`src/rtl/decrement_cnt.sv`:
```
// decrement_cnt: loadable down-counter with valid/ready load and completion
// handshakes. Parameter T picks the decrement datapath (inferred subtractor
// or mask-and-invert). Optional macro DECREMENT_CNT_RELOAD_EN makes the block
// reload the last accepted start count after every accepted completion.

package libv_pkg;
  typedef enum logic {INFERED, INVZERO} dec_impl_e;
endpackage

module decrement_cnt #(
  parameter int unsigned         W = 32,
  parameter libv_pkg::dec_impl_e T = libv_pkg::INFERED
) (
  input  logic         clk,
  input  logic         arst_n,   // deassertion is expected to be synchronous to clk
  input  logic         ld_vld,
  input  logic [W-1:0] ld_cnt,
  output logic         ld_rdy,
  input  logic         en,
  input  logic         kill,
  output logic         done_vld,
  input  logic         done_rdy,
  output logic [W-1:0] cnt_r,
  output logic         busy_r
);

  typedef enum logic [1:0] {IDLE, RUN, DONE} state_e;

  state_e       state_r, state_nxt;
  logic [W-1:0] cnt_nxt;
  logic [W-1:0] dec_val;

`ifdef DECREMENT_CNT_RELOAD_EN
  logic [W-1:0] reload_r, reload_nxt;
`endif

  // Bit-reverse so the lowest set bit of x becomes the leading one.
  function automatic logic [W-1:0] bit_rev(input logic [W-1:0] x);
    logic [W-1:0] r;
    for (int i = 0; i < int'(W); i++) r[i] = x[int'(W) - 1 - i];
    return r;
  endfunction

  // Count leading zeros; an all-zero input returns W.
  function automatic int clz(input logic [W-1:0] x);
    int   n;
    logic found;
    n     = int'(W);
    found = 1'b0;
    for (int i = int'(W) - 1; i >= 0; i--) begin
      if (!found && x[i]) begin
        n     = int'(W) - 1 - i;
        found = 1'b1;
      end
    end
    return n;
  endfunction

  // Expand a bit index into a mask covering bit 0 up to and including it.
  function automatic logic [W-1:0] lo_mask(input int idx);
    logic [W-1:0] m;
    for (int i = 0; i < int'(W); i++) m[i] = (i <= idx);
    return m;
  endfunction

  // Decrement datapath; only consulted in RUN where cnt_r is never zero.
  always_comb begin
    if (T == libv_pkg::INVZERO) dec_val = cnt_r ^ lo_mask(clz(bit_rev(cnt_r)));
    else                        dec_val = cnt_r - W'(1);
  end

  // Next-state and next-count decode; kill overrides every other request.
  always_comb begin
    // NOTE: every target gets a default first so no path leaves it unassigned,
    // which is what keeps this block from inferring latches.
    state_nxt  = state_r;
    cnt_nxt    = cnt_r;
`ifdef DECREMENT_CNT_RELOAD_EN
    reload_nxt = reload_r;
`endif
    if (kill) begin
      state_nxt = IDLE;
      cnt_nxt   = '0;
    end else begin
      case (state_r)
        IDLE: begin
          if (ld_vld) begin
            cnt_nxt   = ld_cnt;
            state_nxt = (ld_cnt == '0) ? DONE : RUN;
`ifdef DECREMENT_CNT_RELOAD_EN
            reload_nxt = ld_cnt;
`endif
          end
        end
        RUN: begin
          if (en) begin
            cnt_nxt = dec_val;
            if (cnt_r == W'(1)) state_nxt = DONE;
          end
        end
        DONE: begin
          if (done_rdy) begin
`ifdef DECREMENT_CNT_RELOAD_EN
            cnt_nxt   = reload_r;
            state_nxt = (reload_r == '0) ? DONE : RUN;
`else
            cnt_nxt   = '0;
            state_nxt = IDLE;
`endif
          end
        end
        default: begin
          state_nxt = IDLE;
          cnt_nxt   = '0;
        end
      endcase
    end
  end

  // State, count and (optionally) reload registers.
  always_ff @(posedge clk or negedge arst_n) begin
    if (!arst_n) begin
      state_r  <= IDLE;
      cnt_r    <= '0;
`ifdef DECREMENT_CNT_RELOAD_EN
      reload_r <= '0;
`endif
    end else begin
      // NOTE: non-blocking assignments so every register samples the values
      // from before this edge, independent of statement order.
      state_r  <= state_nxt;
      cnt_r    <= cnt_nxt;
`ifdef DECREMENT_CNT_RELOAD_EN
      reload_r <= reload_nxt;
`endif
    end
  end

  // Handshake outputs are pure state decodes, so no input reaches an output.
  always_comb begin
    ld_rdy   = (state_r == IDLE);
    done_vld = (state_r == DONE);
    busy_r   = (state_r != IDLE);
  end

endmodule
```
`config.mk`:
```
export PLATFORM = sky130hd
export DESIGN_NAME = decrement_cnt
export DESIGN_NICKNAME = d
export VERILOG_FILES = /design/src/rtl/decrement_cnt.sv
export SDC_FILE = /design/constraint.sdc
export NUM_CORES = 1
export LEC_CHECK = 0
export CAP_MARGIN = 20
export CORE_MARGIN = 4
export CORE_UTILIZATION = 47
export DETAILED_ROUTE_END_ITERATION = 7
export MAX_ROUTING_LAYER = met4
export PLACE_DENSITY = 0.81
export RECOVER_POWER = 50
export SETUP_SLACK_MARGIN = 0.15
export SLEW_MARGIN = 20
export SYNTH_ARGS = -nofsm -noshare
export SYNTH_HDL_FRONTEND = slang
export SYNTH_SLANG_ARGS = --single-unit
```
`constraint.sdc`:
```
create_clock -name clk -period 2.45 [get_ports clk]
set_input_delay 0.6125 -clock clk [delete_from_list [all_inputs] [get_ports clk]]
set_output_delay 0.6125 -clock clk [all_outputs]
set_load 0.02 [all_outputs]
```
==> impl_metrics.yaml, run 1 <==
critical_path:
  cp.required_ns: 2.63
  cp_top_family: "simple AND/OR/NAND/NOR gates"
  rrSetupSlack_ns: 0.16
  startpoint_type: "register"
  worstPathArrival_ns: 2.46
  cp_num_buf_inv: 0
  crit_type: "reg -> reg"
  r2r_end: "cnt_r[25]"
  max_stage_delay_ns: 0.58
  cp_max_fo: 6
  worst_path_max_delay_cell: "or4_4"
  crit_chain: "or4_4 > nor4_2 > and2_1 > nand2_1 > o311ai_0"
  reg2reg_depth: 5
  r2r-start: "cnt_r[8]"
  endpoint_kind: "register"
cells_and_area:
  syn_to_final_growth_pct: 47.9
  fill_cells: 366
  antenna_cells: 0
  nets: 415
  utilization_pct: 71.4
  final_layout_size_suffix_gt1_share_pct: 13.8
  stdcell_count: 443
cts:
  cts_tree: "yes"
  cts_buffer_depth: 2
  clock-sinks: 34
  insertion_delay_ns: 0.29
  clk_pin_slew_ns: 0.07
  cts_root_buffer: "clkbuf_8"
  h-tree-depth: 2
  cts_buffers: 5
hold_path:
  min_delay_path_depth: 1
  hold_end: "cnt_r[9]"
  hp-class: "reg -> reg"
  hp-start: "cnt_r[9]"
synth:
  ys_seq_area_share_pct: 37.3
  netlist_area_um2: 2280
  avgSynthCellArea_um2: 8.18
  synth_most_common_cell: "nand2_1"
  synth-edff-count: 0
  yosysWarnings: 0
  synth_top_area_cell: "dfrtp_1"
  synth_fp_nets: 319
  synth.top_cell.area_share_pct: 37.3
  ys_types: 49
  syn_inst: 279
  ys_async_sr_fraction_pct: 100
  yosys-top-cells-area: "dfrtp_1, nand2_1, o21ai_0"
  ys.flop_type: "dfrtp_1"
  synth-seq-cells: 34
  synthTopCellsByCount: "nand2_1, dfrtp_1, nor2_1"
floorplanning:
  ios: 73
  dieArea_um2: 6030
  initial_utilization_pct: 48.3
  core_area_um2: 4720
  die_w_um: 77.7
  die-height_um: 77.7
  rows: 25
global_route:
  grt_pass1_wl_um: 12800
  grt_util_met1_pct: 35.4
  track_usage_pct: 27.0
  grt_pass1_vias: 2593
  use_met2_pct: 42.5
  grt_max_degree: 35
  grt.busiest_layer: "met2"
  antenna_found_initial: 0
  grtUsageMet3_pct: 5.10
  overflow: 0
power:
  power_mw: 3.93
  ir_drop_v: 0.000629
  p_leak_nw: 1.41
  power_density_nw_per_um2: 1170
detailed_routing:
  drc_errors: 0
  drtIter0Drc: 283
  detail_route.wl_per_cell_um: 17.7
  dr_total_vias: 2755
  viasPerCell: 6.22
  ant_nets: 0
  routed_wl_um: 7820
  drt_pass1_iterations: 5
sta:
  period_minus_slack_ns: 2.29
  finalHoldViolations: 0
  fin_tns_setup_ns: 0
  fin_crit_sh_pct: 93.3
  rsz0062_at_grt: "yes"
  maxSlewViolCount: 0
  relSlewSlack_pct: 41.7
  setup_viol: 0
  tightest_slew_ns: 0.875
  fmax_mhz: 437
  clock_skew_ns: 0.00540
placed_design:
  io_buffers: 72
  gp_congestion: 0.956
  placed_cells_incl_taps: 432
  hpwl_um: 5790
flow_run:
  maxCapViolCount: 0
outcome:
  status: "finished, final reports clean"
sequential cells by signal, summed over array words and instances, names as in the netlist:
register,cells
cnt_r,32
state_r,2
cell type report:
type | count | area, um^2 | share of cell area [%]
well taps | 67 | 83.8 | 2.48
repair buffers | 103 | 957 | 28.4
inverters | 7 | 26.3 | 0.779
multi-input cells | 224 | 1360 | 40.3
flip-flops and latches | 34 | 855 | 25.3
clock inverters | 1 | 5.00 | 0.148
clock buffers | 7 | 86.3 | 2.56
where the power goes:
part / internal (mW) / switching (mW)
Clock: 0.227 / 0.205
Sequential: 0.733 / 0.212
Combinational: 1.13 / 1.43
stage by stage:
stage / cell area [um^2] / hold slack (ns) / setup WS (ns)
final: 3370 / 0.568 / 0.163
after global routing: 3370 / 0.581 / 0.0808
after CTS: 3350 / 0.572 / 0.195
after detailed placement: 3260 / 0.561 / 0.00620
after global placement: 3260 / 0.554 / 0.0375
after floorplan: 2280 / 0.317 / 0.151
worst register-to-register path: cells and delay by family, from the launching register on:
| family | cells | cell delay, ns |
|---|---|---|
| compound gates | 1 | 0.30 |
| flops | 1 | 0.44 |
| simple gates | 4 | 1.43 |
routing by layer:
layer	wire length, um	vias to the layer above
li1	-	1262
met1	3180	1275
met2	3690	192
met3	759	26
met4	187	0
met5	0	-
cells in the final DEF (no fill, tap or decap), types with 10 or more instances in the layout:
cell / instances
a21oi_1: 16
clkdlybuf4s50_1: 54
nor2_1: 24
o311ai_0: 10
nand2_1: 40
nor4_1: 17
o21ai_0: 23
buf_4: 29
dfrtp_1: 31
dlygate4sd3_1: 17
kinds of logic after synthesis:
group	count (synthesis)	share of synthesized area, %
mux	5	2.25
flops	34	37.3
buf+inv	21	3.51
simple gates	128	29.4
xor+xnor	4	1.54
fa+ha+maj	2	1.10
compound gates	85	24.9
worst max path at each step:
| stage | depth (start not counted) | to | start |
|---|---|---|---|
| after global placement | 6 | cnt_r[25] | kill |
| after CTS | 5 | cnt_r[25] | cnt_r[9] |
| after floorplan | 7 | cnt_r[13] | state_r[1] |
| final | 5 | cnt_r[25] | cnt_r[8] |
| after detailed placement | 6 | cnt_r[25] | kill |
| after global routing | 5 | cnt_r[29] | cnt_r[8] |
timing repair:
item / 4_1_cts / 5_1_grt
cloned: 0 / 0
gates resized for setup: 1 / 5
endpoints found under the setup margin: 2 / 13
pin swaps: 0 / 1
setup buffers: 0 / 3
hold buffers: 0 / 0
No activity file was read; power rests on OpenSTA's default activity.
==> run 2, diff against run 1 <==
--- a/config.mk
+++ b/config.mk
@@ -6,7 +6,7 @@
 export NUM_CORES = 1
 export LEC_CHECK = 0
 export CAP_MARGIN = 20
-export CORE_MARGIN = 4
+export CORE_MARGIN = 2
 export CORE_UTILIZATION = 47
 export DETAILED_ROUTE_END_ITERATION = 7
 export MAX_ROUTING_LAYER = met4
==> constraint.sdc (replaced) <==
create_clock -name clk -period 2.45 [get_ports clk]
set_input_delay 0.6125 -clock clk [delete_from_list [all_inputs] [get_ports clk]]
set_output_delay 0.6125 -clock clk [all_outputs]
set_load 0.005 [all_outputs]
==> run 2 against run 1 <==
Against the previous run: clock skew grew 0.0068 ns; utilization grew 1.6 points; via count grew 1.5%; global-route usage grew 3.4 points; critical path depth is the same; die area shrank 10%; sequential cell count is the same; sequential power is essentially flat; setup slack gained 0.065 ns; combinational power shrank 4%; sequential share of layout area shrank 0.45 points; largest cell class unchanged; highest routed layer unchanged.
==> impl_metrics.yaml, run 2 (synthesis gave the netlist of run 1 again) <==
floorplanning:
  ios: 73
  die-height_um: 73.7
  rows: 25
  initial_utilization_pct: 48.6
  core_area_um2: 4690
  dieArea_um2: 5430
  die_w_um: 73.7
cts:
  clk_pin_slew_ns: 0.08
  cts_buffer_depth: 2
  h-tree-depth: 2
  cts_buffers: 5
  cts_tree: "yes"
  hold_buffers: 0
  cts_root_buffer: "clkbuf_8"
  insertion_delay_ns: 0.30
  clock-sinks: 34
power:
  power_density_nw_per_um2: 1140
  ir_drop_v: 0.000691
  p_leak_nw: 1.44
  power_mw: 3.91
critical_path:
  max_stage_delay_ns: 0.59
  worstPathArrival_ns: 2.41
  worst_path_max_delay_cell: "or4_4"
  startpoint_type: "register"
  crit_chain: "or4_4 > or4_4 > nor3b_2 > mux2i_1 > a221o_1"
  cp_max_fo: 5
  crit_type: "reg -> reg"
  endpoint_kind: "register"
  path_common_cell: "or4_4"
  cp.required_ns: 2.64
cells_and_area:
  fill_cells: 385
  reg.largest.list: "cnt_r (32), state_r (2)"
  layout_commonest_cell: "clkdlybuf4s50_1"
  layout_common_cells: "clkdlybuf4s50_1, nand2_1, dfrtp_1, buf_4, nor2_1"
  largest_register: "cnt_r"
  antenna_cells: 0
  nets: 419
  largest_reg_flops: 32
  final_layout_size_suffix_gt1_share_pct: 14.5
  syn_to_final_growth_pct: 50.2
placed_design:
  hpwl_um: 5720
  io_buffers: 72
  gp_congestion: 0.914
sta:
  setup_viol: 0
  maxSlewViolCount: 0
  finalHoldViolations: 0
  whs_ns: 0.571
  tightest_slew_ns: 0.883
  rsz0062_at_grt: "yes"
  period_minus_slack_ns: 2.22
  fin_crit_sh_pct: 90.7
  relSlewSlack_pct: 41.1
  fmax_mhz: 450
  clock_skew_ns: 0.0122
flow_run:
  maxCapViolCount: 0
global_route:
  track_usage_pct: 30.3
  grt_pass1_vias: 2623
  grt_pass1_wl_um: 12300
  antenna_found_initial: 0
  grt_max_degree: 35
  overflow: 0
detailed_routing:
  routed_wl_um: 7860
  ant_nets: 0
  detail_route.wl_per_cell_um: 18.1
  dr_total_vias: 2796
  drc_errors: 0
  viasPerCell: 6.44
  drt_pass1_iterations: 5
  drtIter0Drc: 270
outcome:
  status: "finished, final reports clean"
hold_path:
  hp-class: "reg -> reg"
run 2: area by class of cell:
cell class | instances | area, um^2 | area share, %
Tap cell | 54 | 67.6 | 1.97
Inverter | 7 | 26.3 | 0.767
Timing Repair Buffer | 107 | 990 | 28.9
Multi-Input combinational cell | 224 | 1380 | 40.4
Clock inverter | 1 | 30.0 | 0.877
Sequential cell | 34 | 852 | 24.9
Clock buffer | 7 | 76.3 | 2.23
run 2: path summary, 6_finish.rpt:
check | cells past startpoint | start | to | slack [ns]
setup / recovery | 5 | cnt_r[4] | cnt_r[21] | 0.23
hold / removal | 2 | cnt_r[26] | cnt_r[26] | 0.57
setup reg to reg | 5 | cnt_r[4] | cnt_r[21] | 0.23
hold reg to reg | 2 | cnt_r[26] | cnt_r[26] | 0.57
max in group asynchronous | 2 | arst_n | state_r[1] | 0.88
min in group asynchronous | 2 | arst_n | cnt_r[23] | 0.97
run 2: what timing repair did:
action                     in CTS  in global routing
setup endpoints to repair       1                 13
pin swaps                       0                  2
setup buffers                   0                  7
cloned                          0                  0
resized for setup               1                  9
run 2: power breakdown:
part	internal, mW	switching [mW]	total [mW]
Clock	0.305	0.214	0.519
Combinational	1.19	1.25	2.45
Sequential	0.730	0.217	0.947
Total	2.23	1.68	3.91
run 2: per-stage QoR:
stage               TNS, ns  utilization (%)  cells  area [um^2]  setup WS [ns]
floorplan                 0                -    279         2280          0.272
global route              0             73.0    434         3430          0.110
finish                    0             73.0    434         3430          0.228
global placement          0             69.1    419         3240         0.0474
detailed placement  -0.0139             69.1    419         3240       -0.00877
CTS                       0             71.6    427         3360          0.151
run 2: critical path: cells and delay by family, from the launching register on:
| family | cells | cell delay, ns |
|---|---|---|
| flops | 1 | 0.39 |
| simple gates | 3 | 1.38 |
| compound gates | 1 | 0.25 |
| mux | 1 | 0.09 |
run 2: routing by layer:
layer / GRT usage [%] / share of wire (%) / vias to the layer above
li1: - / - / 1274
met1: 39.4 / 42 / 1344
met2: 46.9 / 48 / 150
met3: 4.80 / 6.7 / 28
met4: 12.9 / 3.0 / 0
met5: - / 0 / -
